--- config.mk ---
export PLATFORM = sky130hd
export DESIGN_NAME = isp_uart_host
export DESIGN_NICKNAME = d
export VERILOG_FILES = /design/src/rtl/isp_uart_host.sv
export SDC_FILE = /design/constraint.sdc
export NUM_CORES = 1
export LEC_CHECK = 0
export ABC_CLOCK_PERIOD_IN_PS = 4140
export BUFFER_PORTS_ARGS = -buffer_cell sky130_fd_sc_hd__buf_2
export CAP_MARGIN = 15
export CORE_AREA = 2 2 147 149
export DETAILED_ROUTE_END_ITERATION = 8
export DIE_AREA = 0 0 149 151
export PLACE_DENSITY_LB_ADDON = 0.08
export SKIP_LAST_GASP = 1
export SLEW_MARGIN = 40
export SYNTH_ARGS = -nofsm -noshare
export SYNTH_HDL_FRONTEND = slang
export SYNTH_SLANG_ARGS = --single-unit
--- constraint.sdc ---
create_clock -name clk -period 4.14 [get_ports clk]
set_clock_uncertainty 0.15 [all_clocks]
set_input_delay 0.207 -clock clk [delete_from_list [all_inputs] [get_ports clk]]
set_output_delay 0.207 -clock clk [all_outputs]
set_load 0.05 [all_outputs]
--- src/rtl/isp_uart_host.sv ---
// isp_uart_host: drives an ISP debugger over 8N1 UART. Sends hex-encoded
// read/write command frames and parses the 8-byte reply into a response strobe.
module isp_uart_host #(
  parameter int UART_CLK_DIV   = 434,
  parameter int TIMEOUT_CYCLES = 2000000
) (
  input  logic        clk,
  input  logic        rstn,
  input  logic        i_uart_rx,
  output logic        o_uart_tx,
  input  logic        cmd_valid,
  output logic        cmd_ready,
  input  logic        cmd_write,
  input  logic [31:0] cmd_addr,
  input  logic [31:0] cmd_wdata,
  output logic        rsp_valid,
  output logic [31:0] rsp_rdata,
  output logic        rsp_err
);
  localparam int DIV_W = $clog2(UART_CLK_DIV + 1);
  localparam int TO_W  = $clog2(TIMEOUT_CYCLES + 1);
  localparam logic [DIV_W-1:0] DIV_LAST  = DIV_W'(UART_CLK_DIV - 1);
  localparam logic [DIV_W-1:0] HALF_LAST = DIV_W'(UART_CLK_DIV / 2 - 1);
  localparam logic [TO_W-1:0]  TO_LAST   = TO_W'(TIMEOUT_CYCLES - 1);
  localparam logic [63:0]      WR_DONE   = "wr done ";

  typedef enum logic [2:0] {INIT_TX, INIT_RX, IDLE, SEND, WAIT_RSP, RESP} state_t;

  function automatic logic [7:0] hex_enc(input logic [3:0] n);
    return (n < 4'd10) ? (8'h30 + {4'h0, n}) : (8'h57 + {4'h0, n});
  endfunction

  // Returns {valid, nibble}; upper and lower case letters share the low nibble.
  function automatic logic [4:0] hex_dec(input logic [7:0] b);
    if (b >= 8'h30 && b <= 8'h39) return {1'b1, b[3:0]};
    if ((b >= 8'h61 && b <= 8'h66) || (b >= 8'h41 && b <= 8'h46)) return {1'b1, b[3:0] + 4'd9};
    return 5'h00;
  endfunction

  // ---------------- serializer ----------------
  logic             tx_busy_reg;
  logic [DIV_W-1:0] tx_div_reg;
  logic [3:0]       tx_bit_reg;
  logic [9:0]       tx_shift_reg;
  logic             tx_load;
  logic [7:0]       tx_char;
  logic             tx_last;
  logic             tx_free;

  // A new character may load on the final stop-bit cycle, giving gapless output.
  assign tx_last   = tx_busy_reg && (tx_div_reg == DIV_LAST) && (tx_bit_reg == 4'd9);
  assign tx_free   = !tx_busy_reg || tx_last;
  assign o_uart_tx = tx_busy_reg ? tx_shift_reg[0] : 1'b1;

  always_ff @(posedge clk or negedge rstn) begin
    if (!rstn) begin
      tx_busy_reg  <= 1'b0;
      tx_div_reg   <= '0;
      tx_bit_reg   <= '0;
      tx_shift_reg <= '1;
    end else if (tx_load && tx_free) begin
      tx_busy_reg  <= 1'b1;
      tx_div_reg   <= '0;
      tx_bit_reg   <= '0;
      tx_shift_reg <= {1'b1, tx_char, 1'b0};
    end else if (tx_busy_reg) begin
      if (tx_div_reg == DIV_LAST) begin
        tx_div_reg <= '0;
        if (tx_bit_reg == 4'd9) begin
          tx_busy_reg <= 1'b0;
        end else begin
          tx_bit_reg   <= tx_bit_reg + 4'd1;
          tx_shift_reg <= {1'b1, tx_shift_reg[9:1]};
        end
      end else begin
        tx_div_reg <= tx_div_reg + DIV_W'(1);
      end
    end
  end

  // ---------------- deserializer ----------------
  logic             rx_meta_reg, rx_sync_reg, rx_prev_reg;
  logic             rx_active_reg;
  logic [DIV_W-1:0] rx_div_reg;
  logic [3:0]       rx_bit_reg;
  logic [7:0]       rx_shift_reg;
  logic             rx_valid_reg;

  always_ff @(posedge clk or negedge rstn) begin
    if (!rstn) begin
      rx_meta_reg   <= 1'b1;
      rx_sync_reg   <= 1'b1;
      rx_prev_reg   <= 1'b1;
      rx_active_reg <= 1'b0;
      rx_div_reg    <= '0;
      rx_bit_reg    <= '0;
      rx_shift_reg  <= '0;
      rx_valid_reg  <= 1'b0;
    end else begin
      rx_meta_reg  <= i_uart_rx;
      rx_sync_reg  <= rx_meta_reg;
      rx_prev_reg  <= rx_sync_reg;
      rx_valid_reg <= 1'b0;
      if (!rx_active_reg) begin
        if (rx_prev_reg && !rx_sync_reg) begin
          rx_active_reg <= 1'b1;
          rx_div_reg    <= '0;
          rx_bit_reg    <= '0;
        end
      end else if (rx_bit_reg == 4'd0) begin
        // Half-bit recheck rejects glitches that only look like a start bit.
        if (rx_div_reg == HALF_LAST) begin
          rx_div_reg <= '0;
          if (!rx_sync_reg) rx_bit_reg <= 4'd1;
          else rx_active_reg <= 1'b0;
        end else begin
          rx_div_reg <= rx_div_reg + DIV_W'(1);
        end
      end else if (rx_div_reg == DIV_LAST) begin
        rx_div_reg <= '0;
        if (rx_bit_reg == 4'd9) begin
          rx_active_reg <= 1'b0;
          rx_valid_reg  <= rx_sync_reg;
        end else begin
          rx_shift_reg <= {rx_sync_reg, rx_shift_reg[7:1]};
          rx_bit_reg   <= rx_bit_reg + 4'd1;
        end
      end else begin
        rx_div_reg <= rx_div_reg + DIV_W'(1);
      end
    end
  end

  // ---------------- control ----------------
  state_t          state_reg, state_next;
  logic [4:0]      idx_reg, idx_next;
  logic [2:0]      cnt_reg, cnt_next;
  logic [TO_W-1:0] to_reg, to_next;
  logic [31:0]     acc_reg, acc_next;
  logic            err_reg, err_next;
  logic            write_reg, write_next;
  logic [31:0]     addr_reg, addr_next;
  logic [31:0]     wdata_reg, wdata_next;
  logic [31:0]     rsp_rdata_reg, rsp_rdata_next;
  logic            rsp_err_reg, rsp_err_next;
  logic [4:0]      frame_len;
  logic [4:0]      wdata_idx;
  logic [2:0]      addr_sel, wdata_sel;
  logic [4:0]      rx_dec;
  logic [7:0]      wr_exp;

  assign cmd_ready = (state_reg == IDLE);
  assign rsp_valid = (state_reg == RESP);
  assign rsp_rdata = rsp_rdata_reg;
  assign rsp_err   = rsp_err_reg;

  always_ff @(posedge clk or negedge rstn) begin
    if (!rstn) begin
      state_reg     <= INIT_TX;
      idx_reg       <= '0;
      cnt_reg       <= '0;
      to_reg        <= '0;
      acc_reg       <= '0;
      err_reg       <= 1'b0;
      write_reg     <= 1'b0;
      addr_reg      <= '0;
      wdata_reg     <= '0;
      rsp_rdata_reg <= '0;
      rsp_err_reg   <= 1'b0;
    end else begin
      state_reg     <= state_next;
      idx_reg       <= idx_next;
      cnt_reg       <= cnt_next;
      to_reg        <= to_next;
      acc_reg       <= acc_next;
      err_reg       <= err_next;
      write_reg     <= write_next;
      addr_reg      <= addr_next;
      wdata_reg     <= wdata_next;
      rsp_rdata_reg <= rsp_rdata_next;
      rsp_err_reg   <= rsp_err_next;
    end
  end

  always_comb begin
    state_next     = state_reg;
    idx_next       = idx_reg;
    cnt_next       = cnt_reg;
    to_next        = to_reg;
    acc_next       = acc_reg;
    err_next       = err_reg;
    write_next     = write_reg;
    addr_next      = addr_reg;
    wdata_next     = wdata_reg;
    rsp_rdata_next = rsp_rdata_reg;
    rsp_err_next   = rsp_err_reg;
    tx_load        = 1'b0;
    tx_char        = 8'h0A;
    frame_len      = 5'd1;
    addr_sel       = ~idx_reg[2:0];
    wdata_idx      = idx_reg - 5'd9;
    wdata_sel      = ~wdata_idx[2:0];
    rx_dec         = hex_dec(rx_shift_reg);
    wr_exp         = WR_DONE[{~cnt_reg, 3'b000} +: 8];

    // Character index -> frame character; INIT_TX uses the default single newline.
    if (state_reg == SEND) begin
      frame_len = write_reg ? 5'd18 : 5'd9;
      if (idx_reg < 5'd8) tx_char = hex_enc(addr_reg[{addr_sel, 2'b00} +: 4]);
      else if (write_reg && idx_reg == 5'd8) tx_char = 8'h20;
      else if (write_reg && idx_reg < 5'd17) tx_char = hex_enc(wdata_reg[{wdata_sel, 2'b00} +: 4]);
    end

    case (state_reg)
      INIT_TX, SEND: begin
        if (idx_reg < frame_len) begin
          tx_load = 1'b1;
          if (tx_free) idx_next = idx_reg + 5'd1;
        end else if (tx_last) begin
          state_next = (state_reg == INIT_TX) ? INIT_RX : WAIT_RSP;
          cnt_next   = '0;
          to_next    = '0;
          acc_next   = '0;
          err_next   = 1'b0;
        end
      end
      INIT_RX: begin
        if (rx_valid_reg) begin
          cnt_next = cnt_reg + 3'd1;
          to_next  = '0;
          if (cnt_reg == 3'd7) state_next = IDLE;
        end else if (to_reg == TO_LAST) begin
          state_next = IDLE;
        end else begin
          to_next = to_reg + TO_W'(1);
        end
      end
      IDLE: begin
        if (cmd_valid) begin
          write_next = cmd_write;
          addr_next  = cmd_addr;
          wdata_next = cmd_wdata;
          idx_next   = '0;
          state_next = SEND;
        end
      end
      WAIT_RSP: begin
        if (rx_valid_reg) begin
          to_next  = '0;
          cnt_next = cnt_reg + 3'd1;
          if (write_reg) err_next = err_reg | (rx_shift_reg != wr_exp);
          else if (rx_dec[4]) acc_next = {acc_reg[27:0], rx_dec[3:0]};
          else err_next = 1'b1;
          if (cnt_reg == 3'd7) begin
            state_next     = RESP;
            rsp_err_next   = err_next;
            rsp_rdata_next = (write_reg || err_next) ? 32'h0 : acc_next;
          end
        end else if (to_reg == TO_LAST) begin
          state_next     = RESP;
          rsp_err_next   = 1'b1;
          rsp_rdata_next = 32'h0;
        end else begin
          to_next = to_reg + TO_W'(1);
        end
      end
      RESP:    state_next = IDLE;
      default: state_next = INIT_TX;
    endcase
  end
endmodule
==> results.cfg, run 1 <==
[setup_path]
arrival_ns = 3.76
end_kind = flip-flop
required_ns = 4.42
critPathLaunchType = flip-flop
timing.rr.end = tx_shift_reg[2]
criticalPathCategory = flip-flop to flip-flop
reg2reg_depth = 10
regToRegStartpoint = state_reg[0]
crit_fanout = 19
r2r_slack_ns = 0.66

[drt]
drt-initial-drc-count = 564
dr.pass1.iters = 4
vias = 8095
drc = 0
ant_nets = 0
viasPerCell = 5.48
totalWireLength_mm = 23.7
wire_per_inst_um = 16.0

[cts]
cts_resized = 0
post_cts_buffers = 0
clk_pin_slew_ns = 0.06
cts_tree = built
hold_buffers = 67
cts_made_buffers = 23
clockBufferDepth = 3
clock_latency_ns = 0.51
root_buffer = clkbuf_16
h-tree-depth = 1
clock_sinks = 208

[synth]
synth_edf_count = 0
ys.warnings.count = 0
syn_avg_cell_area_um2 = 10.0
synth_cell_type_count = 77
synth-main-ff-cell = dfrtp_1
synthCells = 1032
yosysSeqAreaShare_pct = 50.5
yosys_register_bits = 208
syn_area_um2 = 10300
syn_nets = 1127
synthArstFlopShare_pct = 100

[timing]
setup_viol = 0
whs_ns = 0.0146
finalHoldViolations = 0
final-max-slew-violation-count = 0
period_needed_ns = 3.48
rsz0062_at_grt = no
max_slew.worst_pin.slew_ns = 0.845
finalCritPeriodShare_pct = 84.0
slew_headroom_pct = 43.2
setup_tns_ns = 0
worst_slack_ns = 0.663
max_freq_mhz = 288

[layout]
antenna_cells = 0
syn2layout_area_growth_pct = 21.5
drive_above_1_share_pct = 17.7
layout.nets = 1282
final_cell_mix = 262 x nand2_1, 196 x dfrtp_1, 103 x buf_2
fin_area_um2 = 12600
final_common_cell = nand2_1

[hold_path]
hp-class = input port to asynchronous set/reset pin

[placement]
gp_congestion = 0.811
portBuffers = 104
place_area_um2 = 11100
hpwl_mm = 15.2
pre_cts_ws_ns = 0.675

[global_route]
grt_usage_pct = 21.6
first_global_vias = 7976
grt_max_degree = 70
antenna_found_initial = 0
globalRouteOverflowTotal = 0
grt_pass1_wl_mm = 39.9

[die]
start_util_pct = 49.6
io_pins = 105
coreArea_um2 = 20800
die_h_um = 151
die_w_um = 149
dieArea_um2 = 22500
fp-row-count = 53

[flow_run]
maxCapViolCount = 0

[power]
switching_share_pct = 23.6
pwr-share-seq_pct = 46.2
p_switching_uw = 1080
clockPowerShare_pct = 45.3
leakage_uw = 0.00610
power.total_uw = 4590
ir_drop_v = 0.000224
p_int_uw = 3510
power.density_nw_per_um2 = 365
pwr-share-comb_pct = 8.5

[status]
status = completed
==> worst max path at each step <==
stage / startpoint / endpoint / slack (ns) / cells past startpoint
2_1_floorplan: idx_reg[0] / tx_shift_reg[3] / 1.03 / 13
3_3_place_gp: state_reg[0] / tx_shift_reg[2] / 0.80 / 10
3_5_place_dp: state_reg[0] / tx_shift_reg[2] / 0.68 / 10
4_1_cts: state_reg[0] / tx_shift_reg[2] / 0.68 / 10
5_1_grt: state_reg[0] / tx_shift_reg[2] / 0.35 / 10
6_report: state_reg[0] / tx_shift_reg[2] / 0.66 / 10
==> cell families (layout without fill, tap and decap cells) <==
logic type	after synthesis	count (layout)	synth area share, %
adders and majority gates	26	26	3.15
xor gates and xnor gates	21	21	1.78
DFF	208	208	50.5
buffers and inverters	79	250	3.28
muxes	49	49	6.89
AOI/OAI and AO/OA	221	221	15.3
and+or+nand+nor	428	428	19.1
==> Yosys cell counts (all sizes together), types with 4 or more instances <==
cell type	instances	area share, %
nand2	263	9.6
clkbuf	37	1.3
nand3b	6	0.44
a22o	57	4.8
mux2i	22	2.2
xnor2	9	0.76
o31ai	6	0.44
mux2	11	1.2
and3	6	0.36
nand4b	5	0.42
nor2	35	1.3
o21ai	52	2.6
buf	21	1.2
xor2	12	1.0
dfstp	12	3.1
dfrtp	196	47
nor3	15	0.73
inv	21	0.76
a2111o	9	0.98
o2111ai	7	0.59
nor2b	4	0.24
o22ai	6	0.36
ha	26	3.1
mux4	16	3.5
o21a	4	0.29
a21oi	37	1.8
a211o	4	0.34
nand4	11	0.73
and2	9	0.54
nand3	24	1.2
nor4	5	0.30
o41ai	5	0.42
a31oi	5	0.30
nand2b	22	1.3
==> final cells by class <==
class                      instances  area [um^2]
multi-input combinational        745         4790
clock inverter                    11          136
clock buffer                      30          632
sequential                       208         5220
fill                            1768         8270
inverter                          21         78.8
tap                              275          344
timing repair buffer             188         1350
==> metrics by stage <==
| step | instances | util (%) |
|---|---|---|
| final | 1478 | 60.3 |
| after global routing | 1478 | 60.3 |
| after CTS | 1478 | 60.3 |
| after detailed placement | 1370 | 53.3 |
| after global placement | 1369 | 53.2 |
| after floorplan | 1032 | - |
==> per-layer routing <==
metal  vias up  part of all wire [%]  wire (um)  track usage [%]
met5         -                     0          0                0
met4         0                   2.5        594             6.24
met3        44                   4.1        980             2.80
met2       169                    45      10600             34.3
met1      3897                    48      11400             31.4
li1       3985                     -          -                -
==> critical path, stage by stage (launching register included) <==
cell and delay (ns):
dfrtp_1 0.55, and3b_1 0.37, nand2b_1 0.09, ha_1 0.22, or4_1 0.54, nor3_1 0.18
o21a_1 0.15, buf_4 0.20, and2_1 0.42, nand2_1 0.17, o32a_1 0.36
==> power groups by stage <==
stage | logic [uW] | clock network [uW] | registers, uW
6_report | 390 | 2080 | 2120
5_1_grt | 443 | 2200 | 2120
4_1_cts | 390 | 2130 | 2120
3_5_place_dp | 340 | 0 | 2150
3_3_place_gp | 329 | 0 | 2150
2_1_floorplan | 211 | 0 | 2140
Note: power is estimated with default switching activity, not from simulation.
==> inputs of run 2 (changes only) <==
--- a/config.mk
+++ b/config.mk
@@ -5,7 +5,7 @@
 export SDC_FILE = /design/constraint.sdc
 export NUM_CORES = 1
 export LEC_CHECK = 0
-export ABC_CLOCK_PERIOD_IN_PS = 4140
+export ABC_CLOCK_PERIOD_IN_PS = 3500
 export BUFFER_PORTS_ARGS = -buffer_cell sky130_fd_sc_hd__buf_2
 export CAP_MARGIN = 15
 export CORE_AREA = 2 2 147 149
==> constraint.sdc (replaced) <==
create_clock -name clk -period 3.5 [get_ports clk]
set_clock_uncertainty 0.15 [all_clocks]
set_input_delay 0.175 -clock clk [delete_from_list [all_inputs] [get_ports clk]]
set_output_delay 0.175 -clock clk [all_outputs]
set_load 0.05 [all_outputs]
==> results.cfg, run 2 (synthesis gave the netlist of run 1 again) <==
[power]
power.density_nw_per_um2 = 431
leakage_uw = 0.00617
ir_drop_v = 0.000281

[placement]
gp_congestion = 0.799
hpwl_mm = 15.4
dp_cells = 1378
pre_cts_ws_ns = 0.510
portBuffers = 104

[setup_path]
crit_family = simple AND/OR/NAND/NOR gates
critPathLaunchType = flip-flop
required_ns = 3.78
path_buf_inv = 2
slowest_delay_ns = 0.53
crit_chain = and4b_1 > inv_1 > ha_1 > or4_1 > nor3_1 > o21a_1 > buf_4 > o21ai_1 > or3_1 > a21oi_1
arrival_ns = 3.27
end_kind = flip-flop
slowest_stage = dfrtp_1
criticalPathCategory = flip-flop to flip-flop
crit_fanout = 16

[cts]
clockBufferDepth = 3
root_buffer = clkbuf_16
cts_resized = 0
clock_latency_ns = 0.51
cts_tree = built
cts_made_buffers = 24
clk_pin_slew_ns = 0.06
post_cts_buffers = 0
clock_sinks = 208
h-tree-depth = 1

[layout]
drive_above_1_share_pct = 17.9
layout.nets = 1291
num-fill-cells = 1782
final_common_cell = nand2_1
ff_latch_area_um2 = 5220
syn2layout_area_growth_pct = 22.3
multi_input_area_um2 = 4780
antenna_cells = 0
instances_no_fill = 1488
final_cell_mix = 262 x nand2_1, 196 x dfrtp_1, 103 x buf_2

[global_route]
grt_max_degree = 108
globalRouteOverflowTotal = 0
grt_usage_pct = 21.9
grt_pass1_wl_mm = 40.4
first_global_vias = 8048
antenna_found_initial = 0

[die]
fp-row-count = 53
coreArea_um2 = 20800
io_pins = 105
start_util_pct = 49.6
die_w_um = 149
dieArea_um2 = 22500
die_h_um = 151

[timing]
rsz0062_at_grt = no
worst_slack_ns = 0.503
setup_tns_ns = 0
setup_viol = 0
slew_headroom_pct = 47.0
finalHoldViolations = 0
max_freq_mhz = 334
final-max-slew-violation-count = 0
max_slew.worst_pin.slew_ns = 0.790
period_needed_ns = 3.00
finalCritPeriodShare_pct = 85.6
whs_ns = 0.0466

[drt]
drt-initial-drc-count = 376
dr.pass1.iters = 5
vias = 8226
viasPerCell = 5.53
totalWireLength_mm = 24.0
ant_nets = 0
drc = 0
wire_per_inst_um = 16.1

[status]
status = completed

[hold_path]
hp-class = input port to flip-flop

[flow_run]
maxCapViolCount = 0
[run 2: power by group]
group	leakage (uW)	total, uW	switching, uW	internal, uW
Sequential	0.00280	2510	54.9	2450
Clock	0.000393	2480	952	1520
Combinational	0.00297	465	263	203
Total	0.00617	5450	1270	4180
[run 2: worst min-delay path, cell delays in order]
cell     delay, ns
buf_2         0.13
nand2_2       0.20
nand2_1       0.12
nand2_1       0.04
[run 2: layout make-up]
type                            count  area share (%)
Clock buffer                       39            5.92
Clock inverter                      4           0.356
Inverter                           21           0.624
Multi-Input combinational cell    745            37.8
Sequential cell                   208            41.3
Tap cell                          275            2.72
Timing Repair Buffer              196            11.3
[run 2: path summary, 6_finish.rpt]
path / start / to / slack [ns] / depth (start not counted)
worst min register to register: rx_meta_reg / rx_sync_reg / 0.20 / 0
worst min-delay path: cmd_valid / addr_reg[27] / 0.05 / 4
worst max register to register: state_reg[1] / tx_div_reg[8] / 0.50 / 10
max in group asynchronous: rstn / rsp_rdata[24] / 2.40 / 3
worst max-delay path: state_reg[1] / tx_div_reg[8] / 0.50 / 10
min in group asynchronous: rstn / tx_div_reg[1] / 0.11 / 2
[run 2: stage by stage]
step           utilization, %  instance area, um^2  total power, uW
2_1_floorplan               -                10300             2780
3_3_place_gp             53.6                11200             2940
3_5_place_dp             53.7                11200             2950
4_1_cts                  60.7                12600             5510
5_1_grt                  60.7                12600             5690
6_report                 60.7                12600             5450
[run 2: what timing repair did]
item	CTS	global route
hold buffers	67	0
setup endpoints to repair	0	0
endpoints found under the hold margin	263	0
[run 2: layer usage]
layer,up-vias,GRT usage [%],share of wire (%)
li1,4009,-,-
met1,4010,31.9,48
met2,169,34.3,45
met3,38,3.49,4.2
met4,0,5.62,2.2
met5,-,0,0
==> inputs of run 3 (changes only) <==
--- a/config.mk
+++ b/config.mk
@@ -5,7 +5,7 @@
 export SDC_FILE = /design/constraint.sdc
 export NUM_CORES = 1
 export LEC_CHECK = 0
-export ABC_CLOCK_PERIOD_IN_PS = 3500
+export ABC_CLOCK_PERIOD_IN_PS = 3900
 export BUFFER_PORTS_ARGS = -buffer_cell sky130_fd_sc_hd__buf_2
 export CAP_MARGIN = 15
 export CORE_AREA = 2 2 147 149
==> constraint.sdc (replaced) <==
create_clock -name clk -period 3.9 [get_ports clk]
set_clock_uncertainty 0.15 [all_clocks]
set_input_delay 0.195 -clock clk [delete_from_list [all_inputs] [get_ports clk]]
set_output_delay 0.195 -clock clk [all_outputs]
set_load 0.05 [all_outputs]
==> results.cfg, run 3 (synthesis gave the netlist of run 1 again) <==
[status]
status = completed

[global_route]
grt_pass1_wl_mm = 39.7
first_global_vias = 7988
grt_usage_pct = 21.3
grt_max_degree = 99
globalRouteOverflowTotal = 0
antenna_found_initial = 0

[cts]
clock_sinks = 208
root_buffer = clkbuf_16
h-tree-depth = 1
cts_resized = 0
cts_made_buffers = 24
clk_pin_slew_ns = 0.06
cts_tree = built
clock_latency_ns = 0.51
clockBufferDepth = 3

[layout]
syn2layout_area_growth_pct = 22.2
fin_area_um2 = 12600
drive_above_1_share_pct = 17.8
num-fill-cells = 1750
instances_no_fill = 1480
final_cell_mix = 262 x nand2_1, 196 x dfrtp_1, 103 x buf_2
final_common_cell = nand2_1
antenna_cells = 0
layout.nets = 1283

[die]
io_pins = 105
start_util_pct = 49.6
dieArea_um2 = 22500
fp-row-count = 53
die_w_um = 149
die_h_um = 151
coreArea_um2 = 20800

[power]
switching_share_pct = 22.7
ir_drop_v = 0.000226
pwr-share-seq_pct = 44.5
p_int_uw = 3910
clockPowerShare_pct = 47.5
p_switching_uw = 1150
power.density_nw_per_um2 = 400
pwr-share-comb_pct = 8.0
power.total_uw = 5060
leakage_uw = 0.00616

[drt]
totalWireLength_mm = 23.7
drt-initial-drc-count = 392
dr.pass1.iters = 4
drc = 0
vias = 8074
ant_nets = 0
viasPerCell = 5.46
wire_per_inst_um = 16.0

[timing]
slew_headroom_pct = 46.1
setup_tns_ns = 0
whs_ns = 0.0854
rsz0062_at_grt = no
setup_viol = 0
finalHoldViolations = 0
final-max-slew-violation-count = 0
finalCritPeriodShare_pct = 83.0
max_slew.worst_pin.slew_ns = 0.802
period_needed_ns = 3.24
max_freq_mhz = 309

[placement]
place_area_um2 = 11100
portBuffers = 104
dp_cells = 1370
hpwl_mm = 15.5
gp_congestion = 0.852

[setup_path]
criticalPathCategory = flip-flop to flip-flop
crit_fanout = 14
critPathLaunchType = flip-flop
end_kind = flip-flop
required_ns = 4.19
reg2reg_depth = 9
arrival_ns = 3.53

[hold_path]
hp-class = input port to flip-flop
whs_path_depth = 5

[flow_run]
maxCapViolCount = 0
-- run 3: cell count changes in the layout (fill, tap and decap cells not counted), sizes merged --
cell    delta
clkinv     +1
bufinv     +2
buf        -7
clkbuf     -4
-- run 3: area by class of cell --
class / count / area, um^2 / area share [%]
Multi-Input combinational cell: 745 / 4780 / 37.9
Sequential cell: 208 / 5220 / 41.3
Clock buffer: 36 / 757 / 5.99
Timing Repair Buffer: 188 / 1340 / 10.6
Clock inverter: 7 / 110 / 0.871
Tap cell: 275 / 344 / 2.72
Inverter: 21 / 78.8 / 0.624
-- run 3: worst paths after layout --
check / from / endpoint / slack [ns]
max: state_reg[0] / tx_shift_reg[2] / 0.66
min: cmd_valid / state_reg[0] / 0.09
max reg2reg: state_reg[0] / tx_shift_reg[2] / 0.66
min reg2reg: rx_meta_reg / rx_sync_reg / 0.20
max in group asynchronous: rstn / rx_prev_reg / 2.47
min in group asynchronous: rstn / tx_div_reg[5] / 0.16
-- run 3: power by group through the flow --
| stage | combinational (uW) | clock, uW | sequential, uW |
|---|---|---|---|
| 3_3_place_gp | 348 | 0 | 2290 |
| 5_1_grt | 467 | 2540 | 2260 |
| 2_1_floorplan | 224 | 0 | 2270 |
| 6_report | 403 | 2400 | 2250 |
| 4_1_cts | 407 | 2450 | 2250 |
| 3_5_place_dp | 354 | 0 | 2290 |
-- run 3: critical path, stage by stage, from the launching register on --
cell	delay, ns
dfrtp_1	0.57
and3b_1	0.39
nand2b_1	0.09
ha_1	0.21
or4_1	0.54
nor3_1	0.14
o21a_1	0.17
and2_1	0.38
nand2_1	0.16
o32a_1	0.36
-- run 3: timing repair --
| action | CTS | global route |
|---|---|---|
| buffers inserted | 0 | 0 |
| hold endpoints to repair | 153 | 0 |
| hold buffers | 67 | 0 |
-- run 3: per-stage QoR --
stage               setup WS (ns)  util (%)
finish                      0.663      60.7
global route                0.456      60.7
global placement            0.724      53.3
detailed placement          0.543      53.3
floorplan                   0.793         -
CTS                         0.516      60.7
-- run 3: routing by layer --
metal	routed length (um)	global-route usage [%]	vias to the layer above
met5	0	0	-
li1	-	-	3987
met4	344	4.62	0
met3	950	2.77	25
met1	11500	30.5	3921
met2	10900	34.9	141
